===== src/rtl/key_conditioner_pkg.sv =====
// Shared constants for the pushbutton input stage and the rocket control path.
package key_conditioner_pkg;

    localparam int unsigned DEBOUNCE_CYCLES_DFLT      = 1_000_000;   // 20 ms at 50 MHz
    localparam int unsigned REPEAT_DELAY_CYCLES_DFLT  = 25_000_000;  // 0.5 s at 50 MHz
    localparam int unsigned REPEAT_PERIOD_CYCLES_DFLT = 12_500_000;  // 0.25 s at 50 MHz
    localparam int unsigned CNT_W_DFLT                = 25;

    // Control-path rate limiting between consecutive rocket moves
    localparam int unsigned MOVE_RATE_LIMIT_CYCLES    = 2_500_000;
    localparam int unsigned MOVE_RATE_CNT_W           = 22;

    localparam int unsigned RPT_ST_W = 2;
    localparam logic [1:0]  RPT_IDLE   = 2'd0;
    localparam logic [1:0]  RPT_DELAY  = 2'd1;
    localparam logic [1:0]  RPT_REPEAT = 2'd2;

endpackage


===== src/rtl/key_channel.sv =====
// One pushbutton: two-flop synchroniser, debouncer, press-edge detect and optional auto-repeat.
module key_channel
    import key_conditioner_pkg::*;
#(
    parameter int unsigned DEBOUNCE_CYCLES      = DEBOUNCE_CYCLES_DFLT,
    parameter int unsigned REPEAT_DELAY_CYCLES  = REPEAT_DELAY_CYCLES_DFLT,
    parameter int unsigned REPEAT_PERIOD_CYCLES = REPEAT_PERIOD_CYCLES_DFLT,
    parameter int unsigned CNT_W                = CNT_W_DFLT,
    parameter bit          REPEAT_EN            = 1'b1
) (
    input  logic clk,
    input  logic rst_n,
    input  logic i_key_n,
    output logic o_event
);

    localparam logic [CNT_W-1:0] DB_LAST = CNT_W'(DEBOUNCE_CYCLES - 1);
    localparam logic [CNT_W-1:0] RD_LAST = CNT_W'(REPEAT_DELAY_CYCLES - 1);
    localparam logic [CNT_W-1:0] RP_LAST = CNT_W'(REPEAT_PERIOD_CYCLES - 1);

    logic [1:0]          r_sync;
    logic                w_raw;
    logic                r_stable;
    logic                r_stable_d;
    logic [CNT_W-1:0]    r_dcnt;
    logic [RPT_ST_W-1:0] r_state;
    logic [RPT_ST_W-1:0] w_state_nxt;
    logic [CNT_W-1:0]    r_rcnt;
    logic [CNT_W-1:0]    w_rcnt_nxt;
    logic                w_rise;
    logic                w_rep;
    logic                r_event;

    // Pins idle high, so reset loads "released" into the synchroniser
    always_ff @(posedge clk or negedge rst_n) begin
        if (!rst_n) r_sync <= 2'b11;
        else        r_sync <= {r_sync[0], i_key_n};
    end

    assign w_raw = ~r_sync[1];

    // Accept a new level only after it has differed from the stable one for DEBOUNCE_CYCLES
    always_ff @(posedge clk or negedge rst_n) begin
        if (!rst_n) begin
            r_stable   <= 1'b0;
            r_stable_d <= 1'b0;
            r_dcnt     <= '0;
        end else begin
            r_stable_d <= r_stable;
            if (w_raw == r_stable) begin
                r_dcnt <= '0;
            end else if (r_dcnt == DB_LAST) begin
                r_stable <= w_raw;
                r_dcnt   <= '0;
            end else begin
                r_dcnt <= r_dcnt + CNT_W'(1);
            end
        end
    end

    assign w_rise = r_stable & ~r_stable_d;

    always_ff @(posedge clk or negedge rst_n) begin
        if (!rst_n) begin
            r_state <= RPT_IDLE;
            r_rcnt  <= '0;
        end else begin
            r_state <= w_state_nxt;
            r_rcnt  <= w_rcnt_nxt;
        end
    end

    // Repeat timer; a release seen on the terminal cycle wins over the repeat
    always_comb begin
        w_state_nxt = r_state;
        w_rcnt_nxt  = r_rcnt;
        w_rep       = 1'b0;
        case (r_state)
            RPT_IDLE: begin
                if (REPEAT_EN && w_rise) begin
                    w_state_nxt = RPT_DELAY;
                    w_rcnt_nxt  = '0;
                end
            end
            RPT_DELAY: begin
                if (!r_stable) begin
                    w_state_nxt = RPT_IDLE;
                    w_rcnt_nxt  = '0;
                end else if (r_rcnt == RD_LAST) begin
                    w_rep       = 1'b1;
                    w_state_nxt = RPT_REPEAT;
                    w_rcnt_nxt  = '0;
                end else begin
                    w_rcnt_nxt = r_rcnt + CNT_W'(1);
                end
            end
            RPT_REPEAT: begin
                if (!r_stable) begin
                    w_state_nxt = RPT_IDLE;
                    w_rcnt_nxt  = '0;
                end else if (r_rcnt == RP_LAST) begin
                    w_rep      = 1'b1;
                    w_rcnt_nxt = '0;
                end else begin
                    w_rcnt_nxt = r_rcnt + CNT_W'(1);
                end
            end
            default: begin
                w_state_nxt = RPT_IDLE;
                w_rcnt_nxt  = '0;
            end
        endcase
    end

    always_ff @(posedge clk or negedge rst_n) begin
        if (!rst_n) r_event <= 1'b0;
        else        r_event <= w_rise | w_rep;
    end

    assign o_event = r_event;

endmodule


===== src/rtl/key_conditioner.sv =====
// KEY input stage: three conditioned buttons feeding depth-1 pending left/right requests and a start pulse.
module key_conditioner
    import key_conditioner_pkg::*;
#(
    parameter int unsigned DEBOUNCE_CYCLES      = DEBOUNCE_CYCLES_DFLT,
    parameter int unsigned REPEAT_DELAY_CYCLES  = REPEAT_DELAY_CYCLES_DFLT,
    parameter int unsigned REPEAT_PERIOD_CYCLES = REPEAT_PERIOD_CYCLES_DFLT,
    parameter int unsigned CNT_W                = CNT_W_DFLT
) (
    input  logic clk,
    input  logic reset,
    input  logic key_start_n,
    input  logic key_left_n,
    input  logic key_right_n,
    input  logic consume,
    input  logic flush,
    output logic start,
    output logic left,
    output logic right
);

    logic w_ev_start;
    logic w_ev_left;
    logic w_ev_right;
    logic r_start;
    logic r_left_pend;
    logic r_right_pend;
    logic r_right;
    logic w_left_pend_nxt;
    logic w_right_pend_nxt;

    key_channel #(
        .DEBOUNCE_CYCLES(DEBOUNCE_CYCLES), .REPEAT_DELAY_CYCLES(REPEAT_DELAY_CYCLES),
        .REPEAT_PERIOD_CYCLES(REPEAT_PERIOD_CYCLES), .CNT_W(CNT_W), .REPEAT_EN(1'b0)
    ) u_start (.clk(clk), .rst_n(reset), .i_key_n(key_start_n), .o_event(w_ev_start));

    key_channel #(
        .DEBOUNCE_CYCLES(DEBOUNCE_CYCLES), .REPEAT_DELAY_CYCLES(REPEAT_DELAY_CYCLES),
        .REPEAT_PERIOD_CYCLES(REPEAT_PERIOD_CYCLES), .CNT_W(CNT_W), .REPEAT_EN(1'b1)
    ) u_left (.clk(clk), .rst_n(reset), .i_key_n(key_left_n), .o_event(w_ev_left));

    key_channel #(
        .DEBOUNCE_CYCLES(DEBOUNCE_CYCLES), .REPEAT_DELAY_CYCLES(REPEAT_DELAY_CYCLES),
        .REPEAT_PERIOD_CYCLES(REPEAT_PERIOD_CYCLES), .CNT_W(CNT_W), .REPEAT_EN(1'b1)
    ) u_right (.clk(clk), .rst_n(reset), .i_key_n(key_right_n), .o_event(w_ev_right));

    // Set beats clear; clear only applies to the request currently visible on the outputs
    always_comb begin
        w_left_pend_nxt  = r_left_pend;
        w_right_pend_nxt = r_right_pend;
        if (flush) begin
            w_left_pend_nxt  = 1'b0;
            w_right_pend_nxt = 1'b0;
        end else begin
            if (w_ev_left)                   w_left_pend_nxt = 1'b1;
            else if (consume && r_left_pend) w_left_pend_nxt = 1'b0;
            if (w_ev_right)                  w_right_pend_nxt = 1'b1;
            else if (consume && r_right)     w_right_pend_nxt = 1'b0;
        end
    end

    always_ff @(posedge clk or negedge reset) begin
        if (!reset) begin
            r_start      <= 1'b0;
            r_left_pend  <= 1'b0;
            r_right_pend <= 1'b0;
            r_right      <= 1'b0;
        end else begin
            r_start      <= w_ev_start & ~flush;
            r_left_pend  <= w_left_pend_nxt;
            r_right_pend <= w_right_pend_nxt;
            r_right      <= w_right_pend_nxt & ~w_left_pend_nxt;
        end
    end

    assign start = r_start;
    assign left  = r_left_pend;
    assign right = r_right;

endmodule


===== config.mk =====
export PLATFORM = sky130hd
export DESIGN_NAME = key_conditioner
export DESIGN_NICKNAME = d
export VERILOG_FILES = /design/src/rtl/key_conditioner_pkg.sv /design/src/rtl/key_channel.sv /design/src/rtl/key_conditioner.sv
export SDC_FILE = /design/constraint.sdc
export NUM_CORES = 1
export LEC_CHECK = 0
export CAP_MARGIN = 20
export CORE_MARGIN = 1.5
export CORE_UTILIZATION = 57
export DETAILED_ROUTE_END_ITERATION = 7
export PLACE_DENSITY = 0.77
export SLEW_MARGIN = 5
export SYNTH_ARGS = -nofsm -noshare
export SYNTH_HDL_FRONTEND = slang
export SYNTH_SLANG_ARGS = --single-unit

===== constraint.sdc =====
create_clock -name clk -period 2.9 [get_ports clk]
set_clock_uncertainty 0.15 [all_clocks]
set_input_delay 0.29 -clock clk [delete_from_list [all_inputs] [get_ports clk]]
set_output_delay 0.29 -clock clk [all_outputs]
set_load 0.02 [all_outputs]

==> run metrics, run 1 <==
H-tree depth=4; Fill cells=975; Most used DFF post-synth=dfrtp_1; die width=117 um; register area=roughly 3700 um^2; top-area cell type share of the netlist area=0.476; Final setup viols=0; max_cap viols=0; multi-input combinational cell area=3540 um^2; WP depth=6; CP required=between 3 and 4 ns; Max Root-Sink Buffers=2; first-pass GRT wire length=24900 um; Port Buffer Count=9; largest net degree at the start of global routing=74; status=complete, no violations; crit path cell chain=or4b_1 > nor4_2 > a21oi_1 > nor3_2 > buf_4 > nor2_1; Die ar.=13800 um^2; clock sinks=between 100 and 150; number of global-route vias before repair=5379; met3 Track Usage GR=0.0523; CTS Buf Count=17; routing usage on met1=0.298; latest clock arrival within the worst-skew pair=~0.43 ns; Top Usage Layer GRT=met2; Mapped Area=7470 um^2; # rows=41; RSZ-0062 raised after global routing=no; Via density=5.69; RePlAce Congestion=0.867; Routed WL per cell=14.7 um; DRC=0; Hold Path Class=input port to register; critical path class=register to register; CP endpoint kind=register; Core Region=12700 um^2; Final Cell Area=8410 um^2; fin. max-slew vios=0; Synth Net Count=approximately 780; Starting DRT DRC Count=461; Buffers & Inverters on Critical Path=1; highest fanout seen on the critical path=21; delay-heaviest family, CP=simple AND/OR/NAND/NOR gates; # nets final=795; TritonCTS clock tree=done; initial antenna violation count=0; clk root buf=clkbuf_16; R2R cell count=6; Final Hold Violating Endpoints=0; Peak supply drop=between 0.0004 and 0.0005 V; register area share after synthesis=0.497; hpwl dp=9320 um; Via Count=approximately 5500; Pwr Density=564 nW/um^2; Antenna Violating Nets Remaining=0; clk slew on worst S/H paths=0.06 ns; share of layout cells above drive strength 1=0.0873; post-CTS setup buffer count=0; Synth cell types=61; Worst Tran Pin Value=0.668 ns; fraction of registers with async set/reset=1.00; cell count after synthesis=765; P&R area growth vs syn=12.7%; Startpoint Class=register; Slowest cell on crit path=or4b_1; GRT Residual Overflow=0; dpl cell area=~7700 um^2; CP arrival=2.48 ns; die span in y=117 um; cell leakage power=3.52 nW; Worst slew margin=0.551; Worst path max stage delay=~0.55 ns; FMAX=between 0.4 and 0.5 GHz; Tot GR Track Use=0.220; setup TNS=0 ns; fin crit period=roughly 2.3 ns; drt first pass iters=8; EDFF count, synth=0; WHS Path Cells=1; Initial Util=0.587; Syn Area/Cell=around 10 um^2; Tcrit/Tclk final=0.800; Yosys reg bits=148; Ys Warns=0; largest cells by area after synthesis=dfrtp_1 (48%), nor2_1 (7.1%), xor2_1 (7.0%); post-synth top area cell=dfrtp_1; I/O Pins=10; met2 Track Usage GR=0.349; ANT cells=0; Routed WL=14200 um
[synthesized netlist by cell type (all sizes together) (2+ instances only)]
master	number
o311ai	2
o21ai	7
or3b	2
or4	2
nand2	59
and2	5
a211oi	3
nor4	17
a41oi	2
mux2i	3
clkbuf	10
nand4b	4
nand4	37
dfrtp	142
nand2b	4
and3	17
nand3b	2
nor4bb	2
a21bo	2
nand3	48
buf	14
nor2	142
a31oi	2
ha	11
nor4b	8
inv	23
or2	7
dfstp	6
nor3	29
a21oi	11
or4b	2
o211ai	4
and4	10
nor3b	2
o2111ai	2
xnor2	53
xor2	60
[kinds of logic after synthesis]
group | Yosys count | synth area share
fa+ha+maj | 11 | 0.0184
buf+inv | 47 | 0.0295
flops | 148 | 0.497
simple gates | 402 | 0.278
mux | 4 | 0.00553
compound gates | 40 | 0.0385
xor+xnor | 113 | 0.133
[flip-flops by register name, indices dropped and copies added (netlist names)]
name                flops
u_right.r_stable        1
u_right.o_event         1
u_start.r_dcnt         25
u_left.r_stable         1
r_right_pend            1
u_right.r_sync          2
u_start.r_stable_d      1
u_start.r_sync          2
u_start.r_stable        1
u_left.r_stable_d       1
u_right.r_state         2
u_left.r_sync           2
u_right.r_stable_d      1
start                   1
u_left.o_event          1
u_right.r_rcnt         25
right                   1
u_left.r_dcnt          25
u_left.r_rcnt          25
u_left.r_state          2
left                    1
u_right.r_dcnt         25
u_start.o_event         1
[cells in the final DEF, fill, tap and decap left out, drive strengths merged, types with 5 or more instances in the layout]
master | netlist | layout
buf | 14 | 8
nand4 | 37 | 37
clkdlybuf4s50 | 0 | 8
inv | 23 | 23
bufinv | 0 | 7
clkinv | 0 | 5
or2 | 7 | 7
xor2 | 60 | 60
ha | 11 | 11
a21oi | 11 | 11
dfrtp | 142 | 142
nand3 | 48 | 48
nor4b | 8 | 8
dfstp | 6 | 6
nor3 | 29 | 29
xnor2 | 53 | 53
nand2 | 59 | 59
and3 | 17 | 17
clkbuf | 10 | 19
and2 | 5 | 5
o21ai | 7 | 7
nor2 | 142 | 142
and4 | 10 | 10
nor4 | 17 | 17
[worst reg2reg max path: cells and delay by family, from the launching register on]
family | cells | cell delay, ns
buffers and inverters | 1 | 0.27
AOI/OAI and AO/OA | 1 | 0.20
DFF | 1 | 0.43
and+or+nand+nor | 4 | 1.15
[layout make-up]
type                       count  area share
multi-input combinational    570       0.420
sequential                   148       0.441
inverter                      23      0.0103
clock buffer                  19      0.0527
clock inverter                13      0.0302
timing repair buffer          17      0.0198
tap                          172      0.0256
[power breakdown]
| group | total [mW] | switching (mW) | leakage [nW] | internal [mW] |
|---|---|---|---|---|
| logic | 0.0936 | 0.0676 | 1.14 | 0.0260 |
| registers | 2.10 | 0.0132 | 2.04 | 2.08 |
| clock network | 2.56 | 0.836 | 0.337 | 1.72 |
| total | 4.75 | 0.917 | 3.52 | 3.83 |
[metal layers]
layer / up-vias / routed length [um]
met5: - / 0
met4: 0 / 220
met3: 27 / 580
met2: 134 / 6810
met1: 2658 / 6580
li1: 2655 / -
[repair_timing]
item	in CTS	in global routing
hold endpoints to repair	66	0
gates resized for setup	0	0
hold buffers	1	0
[through the flow]
stage	instances	setup slack [ns]	utilization	power [mW]	hold slack [ns]
after global placement	929	0.647	0.606	2.23	0.189
after floorplan	765	0.787	-	2.17	-0.156
after CTS	962	0.572	0.661	4.80	0.104
after global routing	962	0.373	0.661	4.89	0.110
after detailed placement	929	0.585	0.606	2.23	0.197
final	962	0.579	0.661	4.75	0.121
[worst paths after layout]
kind                                   from  slack [ns]                 end
max in group asynchronous             reset        1.50    u_left.r_sync[0]
hold / removal                  key_start_n        0.12   u_start.r_sync[0]
setup / recovery           u_left.r_rcnt[5]        0.58    u_left.r_rcnt[5]
setup reg to reg           u_left.r_rcnt[5]        0.58    u_left.r_rcnt[5]
hold reg to reg            u_left.r_sync[0]        0.21    u_left.r_sync[1]
min in group asynchronous             reset        0.30  u_right.r_rcnt[13]
Note: power is estimated with default switching activity, not from simulation.
==> run 2, diff against run 1 <==
PLACE_DENSITY = 0.8   (was 0.77)
clock period = 1.97 ns   (was 2.9 ns; I/O delays follow)
==> run 2 against run 1 <==
Net effect: the run now ends with setup timing left; worst hold slack worse by 0.095 ns; via count rose by 15%; global-route usage rose by 4.3 points; cell area grew 14%; wire length increased by 30%; clock power increased by 37%; clock-buffer cell count rose by 1; final cell count rose by 10%; combinational power up 100%; die area unchanged; sequential power up 47%; maximum frequency is 7.5% higher; largest cell class is now multi-input gates.
==> run metrics, run 2 (synthesis results as in run 1) <==
commonest non-fill, non-tap cells in the layout=dfrtp_1 (140), nor2_1 (128), buf_4 (91), xor2_1 (60), nand2_1 (59); share of layout cells above drive strength 1=0.252 (+0.165); crit path cell chain=or4b_4 > nor4_4 > a21oi_2 > nor3_4 > buf_6 > buf_16 > nor2_2; Worst path max stage delay=0.53 ns (-0.02 ns); highest fanout seen on the critical path=5 (-76%); Worst Tran Pin Value=0.489 ns (-0.179 ns); Worst slew margin=0.674 (+0.123); dpl cell area=8390 um^2 (+8.9%); setup TNS=-5.69 ns (-5.69 ns); Core Region=12700 um^2 (unchanged); CTS Buf Count=17 (unchanged); clk root buf=clkbuf_16; Slowest cell on crit path=or4b_4; cell leakage power=4.13 nW (+17%); H-tree depth=4 (unchanged); Via Count=6310 (+15%); Antenna Violating Nets Remaining=0 (unchanged); Tot GR Track Use=0.263 (+0.0430); number of global-route vias before repair=6391 (+19%); fin crit period=2.16 ns (-0.162 ns); Tcrit/Tclk final=1.10 (+0.296); initial antenna violation count=0 (unchanged); commonest non-fill, non-tap cell in the layout=dfrtp_1; clock sinks=148 (unchanged); latest clock arrival within the worst-skew pair=0.43 ns (about the same); die width=117 um (unchanged); Pwr Density=707 nW/um^2 (+25%); CP endpoint kind=register; RePlAce Congestion=0.869 (+0.24%); CP required=2.14 ns (-0.92 ns); CP arrival=2.32 ns (-0.16 ns); Starting DRT DRC Count=429 (-6.9%); P&R area growth vs syn=28.3%; status=complete, but fails checks; largest net degree at the start of global routing=54 (-27%); ANT cells=0 (unchanged); hpwl dp=10900 um (+17%); # nets final=893 (+12%); DRC=0 (unchanged); PnR worst setup slack=-0.190 ns (-0.768 ns); Die ar.=13800 um^2 (unchanged); I/O Pins=10 (unchanged); critical path class=register to register; first-pass GRT wire length=29500 um (+19%); # rows=41 (unchanged); failing checks=setup timing; Via density=5.95 (+4.6%); Initial Util=0.587 (unchanged); RSZ-0062 raised after global routing=yes; Final Cell Area=9580 um^2 (+14%); worst hold margin=0.0262 ns (-0.0952 ns); die span in y=117 um (unchanged); Final setup viols=53 (+53); TritonCTS clock tree=done; GRT Residual Overflow=0 (unchanged); fin. max-slew vios=0 (unchanged); clk slew on worst S/H paths=0.06 ns (about the same); Peak supply drop=0.000544 V (+17%); Max Root-Sink Buffers=2 (unchanged); Final Hold Violating Endpoints=0 (unchanged); FMAX=0.463 GHz (+7.5%); Port Buffer Count=9 (unchanged); Startpoint Class=register; Routed WL per cell=17.5 um (+18%); Fill cells=808 (-17%); Hold Path Class=input port to register; Routed WL=18500 um (+30%); max_cap viols=0 (unchanged); drt first pass iters=7 (-1)
run 2: cell count changes in the layout (fill, tap and decap cells not counted), moves of 4 or more:
cell     change
buf_4       +85
nor2_1      -13
nor2_4      +10
nor3_1       -7
buf_12       +6
buf_6        +6
nor3_2       +6
nor4_1       -6
o21ai_0      -6
a21oi_1      -5
a21oi_2      +5
ha_1         -4
nor4_4       +4
run 2: final cells by class:
class | count | area (um^2) | share of cell area
clock buffer | 20 | 467 | 0.0487
clock inverter | 12 | 175 | 0.0183
inverter | 23 | 86.3 | 0.00901
multi-input combinational | 570 | 3900 | 0.407
sequential | 148 | 3710 | 0.388
tap | 172 | 215 | 0.0225
timing repair buffer | 115 | 1020 | 0.106
run 2: timing repair:
| item | 4_1_cts | 5_1_grt |
|---|---|---|
| hold endpoints to repair | 47 | 0 |
| buffers inserted | 9 | 10 |
| gates resized for setup | 40 | 51 |
| hold buffers | 1 | 0 |
| endpoints found under the setup margin | 54 | 130 |
| gates cloned | 2 | 0 |
| pin swaps | 14 | 30 |
run 2: final timing paths:
| kind | cells past startpoint | from | slack (ns) | endpoint |
|---|---|---|---|---|
| min in group asynchronous | 2 | reset | 0.15 | u_right.r_rcnt[6] |
| min reg2reg | 0 | u_left.r_sync[0] | 0.21 | u_left.r_sync[1] |
| max reg2reg | 7 | u_right.r_rcnt[5] | -0.19 | u_right.r_rcnt[17] |
| max | 7 | u_right.r_rcnt[5] | -0.19 | u_right.r_rcnt[17] |
| max in group asynchronous | 3 | reset | 0.82 | u_left.r_sync[1] |
| min | 1 | key_left_n | 0.03 | u_left.r_sync[0] |
run 2: worst max-delay path, delay by kind of cell (launching register included):
kind	cells	cell delay, ns
flops	1	0.41
compound gates	1	0.15
simple gates	4	1.02
buf+inv	2	0.31
run 2: through the flow:
step                std cells  setup slack [ns]   util  total power [mW]
finish                   1060            -0.190  0.753              6.77
CTS                      1051            -0.106  0.731              6.78
floorplan                 765           -0.0364      -              3.19
global placement         1007            -0.120  0.660              3.30
detailed placement       1007            -0.173  0.660              3.31
global route             1060            -0.216  0.753              6.97
run 2: metal layers:
metal	track usage	part of all wire
met3	0.0630	0.045
met2	0.454	0.53
met5	0	0
met4	0.126	0.031
met1	0.309	0.39
run 2: power by group:
part	internal, mW	switching (mW)
Combinational	0.0713	0.116
Sequential	3.07	0.0203
Clock	2.22	1.27
==> run 3, diff against run 2 <==
CORE_MARGIN = 5   (was 1.5)
==> run 3 against run 2 <==
Net effect: the flow still finishes with violations (setup timing); critical path type unchanged; via count up 5.0%; critical endpoint is now u_left.r_rcnt[19]; register-to-register slack about the same; clock-buffer cell count up 4; core utilization up 2.9 points; first-iteration DRC count up 62%; sequential power about the same; flip-flop and latch count unchanged; cell area up 3.9%; combinational power up 15%.
==> run metrics, run 3 (synthesis results as in run 1) <==
Via Count=6627 (+5.0%); RSZ-0062 raised after global routing=yes; clock sinks=148 (unchanged); cell leakage power=4.18 nW (+1.4%); largest net degree at the start of global routing=56 (+3.7%); first-pass GRT wire length=31100 um (+5.5%); status=complete, but fails checks; Via density=6.18 (+3.8%); Worst path max stage delay=0.55 ns (+0.02 ns); RePlAce Congestion=0.921 (+6.0%); TritonCTS clock tree=done; NetSw=1.43 mW (+1.4%); die width=124 um (+6.0%); fin crit period=2.17 ns (+0.0135 ns); commonest non-fill, non-tap cell in the layout=dfrtp_1; initial antenna violation count=0 (unchanged); die span in y=124 um (+6.0%); drt first pass iters=6 (-1); Die ar.=15500 um^2 (+12%); Initial Util=0.587 (unchanged); Worst Tran Pin Value=0.553 ns (+0.0641 ns); dpl cell area=8430 um^2 (+0.42%); Final Hold Violating Endpoints=0 (unchanged); Final setup viols=79 (+49%); critical path class=register to register; # rows=41 (unchanged); CP endpoint kind=register; clk slew on worst S/H paths=0.06 ns (about the same); Tcrit/Tclk final=1.10 (+0.00685); latest clock arrival within the worst-skew pair=0.43 ns (about the same); Startpoint Class=register; fin. max-slew vios=0 (unchanged); CTS Buf Count=17 (unchanged); setup TNS=-10.43 ns (-4.74 ns); clk root buf=clkbuf_16; commonest non-fill, non-tap cells in the layout=dfrtp_1 (141), buf_4 (96), nor2_1 (95), nand2_1 (59), xor2_1 (57); Max Root-Sink Buffers=2 (unchanged); Antenna Violating Nets Remaining=0 (unchanged); Fill cells=717 (-11%); I/O Pins=10 (unchanged); DRC=0 (unchanged); Sw Ratio=0.216 (+0.00815); Starting DRT DRC Count=697 (+62%); Hold Path Class=input port to register; share of layout cells above drive strength 1=0.300 (+0.0477); Slowest cell on crit path=or4b_4; worst hold margin=0.0239 ns (-0.00232 ns); Worst slew margin=0.631 (-0.0427); cell internal pwr=5.18 mW (-3.5%); ANT cells=0 (unchanged); PnR worst setup slack=-0.203 ns (-0.0135 ns); CP arrival=2.34 ns (+0.02 ns); H-tree depth=4 (unchanged); number of global-route vias before repair=6425 (+0.53%); Clock power frac=0.500 (-0.016); Finished Core Util=0.782 (+0.0290); Routed WL=21400 um (+16%); Peak supply drop=0.000609 V (+12%); FMAX=0.460 GHz (-0.62%); combinational share of power=0.033 (+0.005); Pwr Density=664 nW/um^2 (-6.1%); Core Region=12700 um^2 (unchanged); P&R area growth vs syn=33.2%; hpwl dp=11000 um (+0.83%); highest fanout seen on the critical path=5 (unchanged); pre-CTS setup slack=-0.165 ns (+0.00721 ns); R2R cell count=7 (unchanged); max_cap viols=0 (unchanged); Final Cell Area=9950 um^2 (+3.9%); sequential share of power=0.467 (+0.011); crit path cell chain=or4b_4 > nor4_4 > a21oi_2 > nor3_4 > buf_12 > clkbuf_16 > nor2_2; Port Buffer Count=9 (unchanged); WHS Path Cells=1 (unchanged); failing checks=setup timing; CP required=2.13 ns (about the same); # nets final=905 (+1.3%); Tot GR Track Use=0.241 (-0.0220); GRT Residual Overflow=0 (unchanged); Routed WL per cell=20.0 um (+14%)
-- run 3: cell types whose count changed in the layout (fill, tap and decap cells not counted), sizes merged --
cell and delta:
clkbuf +9, buf +7, clkinv -3, clkinvlp +3, bufinv -2, inv -2
-- run 3: power by group through the flow --
stage	Combinational [mW]	Sequential, mW	Clock, mW
2_1_floorplan	0.0575	3.14	0
3_3_place_gp	0.165	3.14	0
3_5_place_dp	0.174	3.14	0
4_1_cts	0.181	3.09	3.28
5_1_grt	0.237	3.09	3.44
6_report	0.215	3.09	3.30
-- run 3: timing repair --
| item | 4_1_cts | 5_1_grt |
|---|---|---|
| gates cloned | 1 | 7 |
| pin swaps | 11 | 51 |
| hold endpoints to repair | 52 | 0 |
| hold buffers | 1 | 0 |
| resized for setup | 30 | 112 |
| setup buffers | 11 | 12 |
| setup endpoints to repair | 58 | 128 |
-- run 3: layout make-up --
class	count	area, um^2	area share
inverters	23	86.3	0.00868
multi-input cells	570	4110	0.413
clock inverters	8	97.6	0.00981
flip-flops and latches	148	3710	0.373
repair buffers	127	1220	0.123
clock buffers	24	502	0.0504
well taps	172	215	0.0216
-- run 3: per-layer routing --
metal,vias up,share of wire,global-route usage
li1,2886,-,-
met1,3313,0.39,0.297
met2,325,0.50,0.407
met3,103,0.062,0.0553
met4,0,0.043,0.101
met5,-,0,0
-- run 3: path summary, 6_finish.rpt --
kind | start | slack, ns | endpoint
setup / recovery | u_left.r_rcnt[5] | -0.20 | u_left.r_rcnt[19]
hold / removal | key_right_n | 0.02 | u_right.r_sync[0]
setup reg to reg | u_left.r_rcnt[5] | -0.20 | u_left.r_rcnt[19]
hold reg to reg | u_right.r_sync[0] | 0.21 | u_right.r_sync[1]
max in group asynchronous | reset | 0.84 | u_start.r_sync[0]
min in group asynchronous | reset | 0.15 | u_right.o_event
-- run 3: critical path: cells and delay by family (launching register included) --
| family | cells | cell delay [ns] |
|---|---|---|
| flip-flops | 1 | 0.42 |
| AO/OA/AOI/OAI | 1 | 0.12 |
| AND/OR/NAND/NOR | 4 | 1.06 |
| buffers and inverters | 2 | 0.31 |
-- run 3: stage by stage --
step | cells | power, mW
final | 1072 | 6.60
after global routing | 1072 | 6.76
after CTS | 1055 | 6.55
after detailed placement | 1010 | 3.31
after global placement | 1010 | 3.30
after floorplan | 765 | 3.19
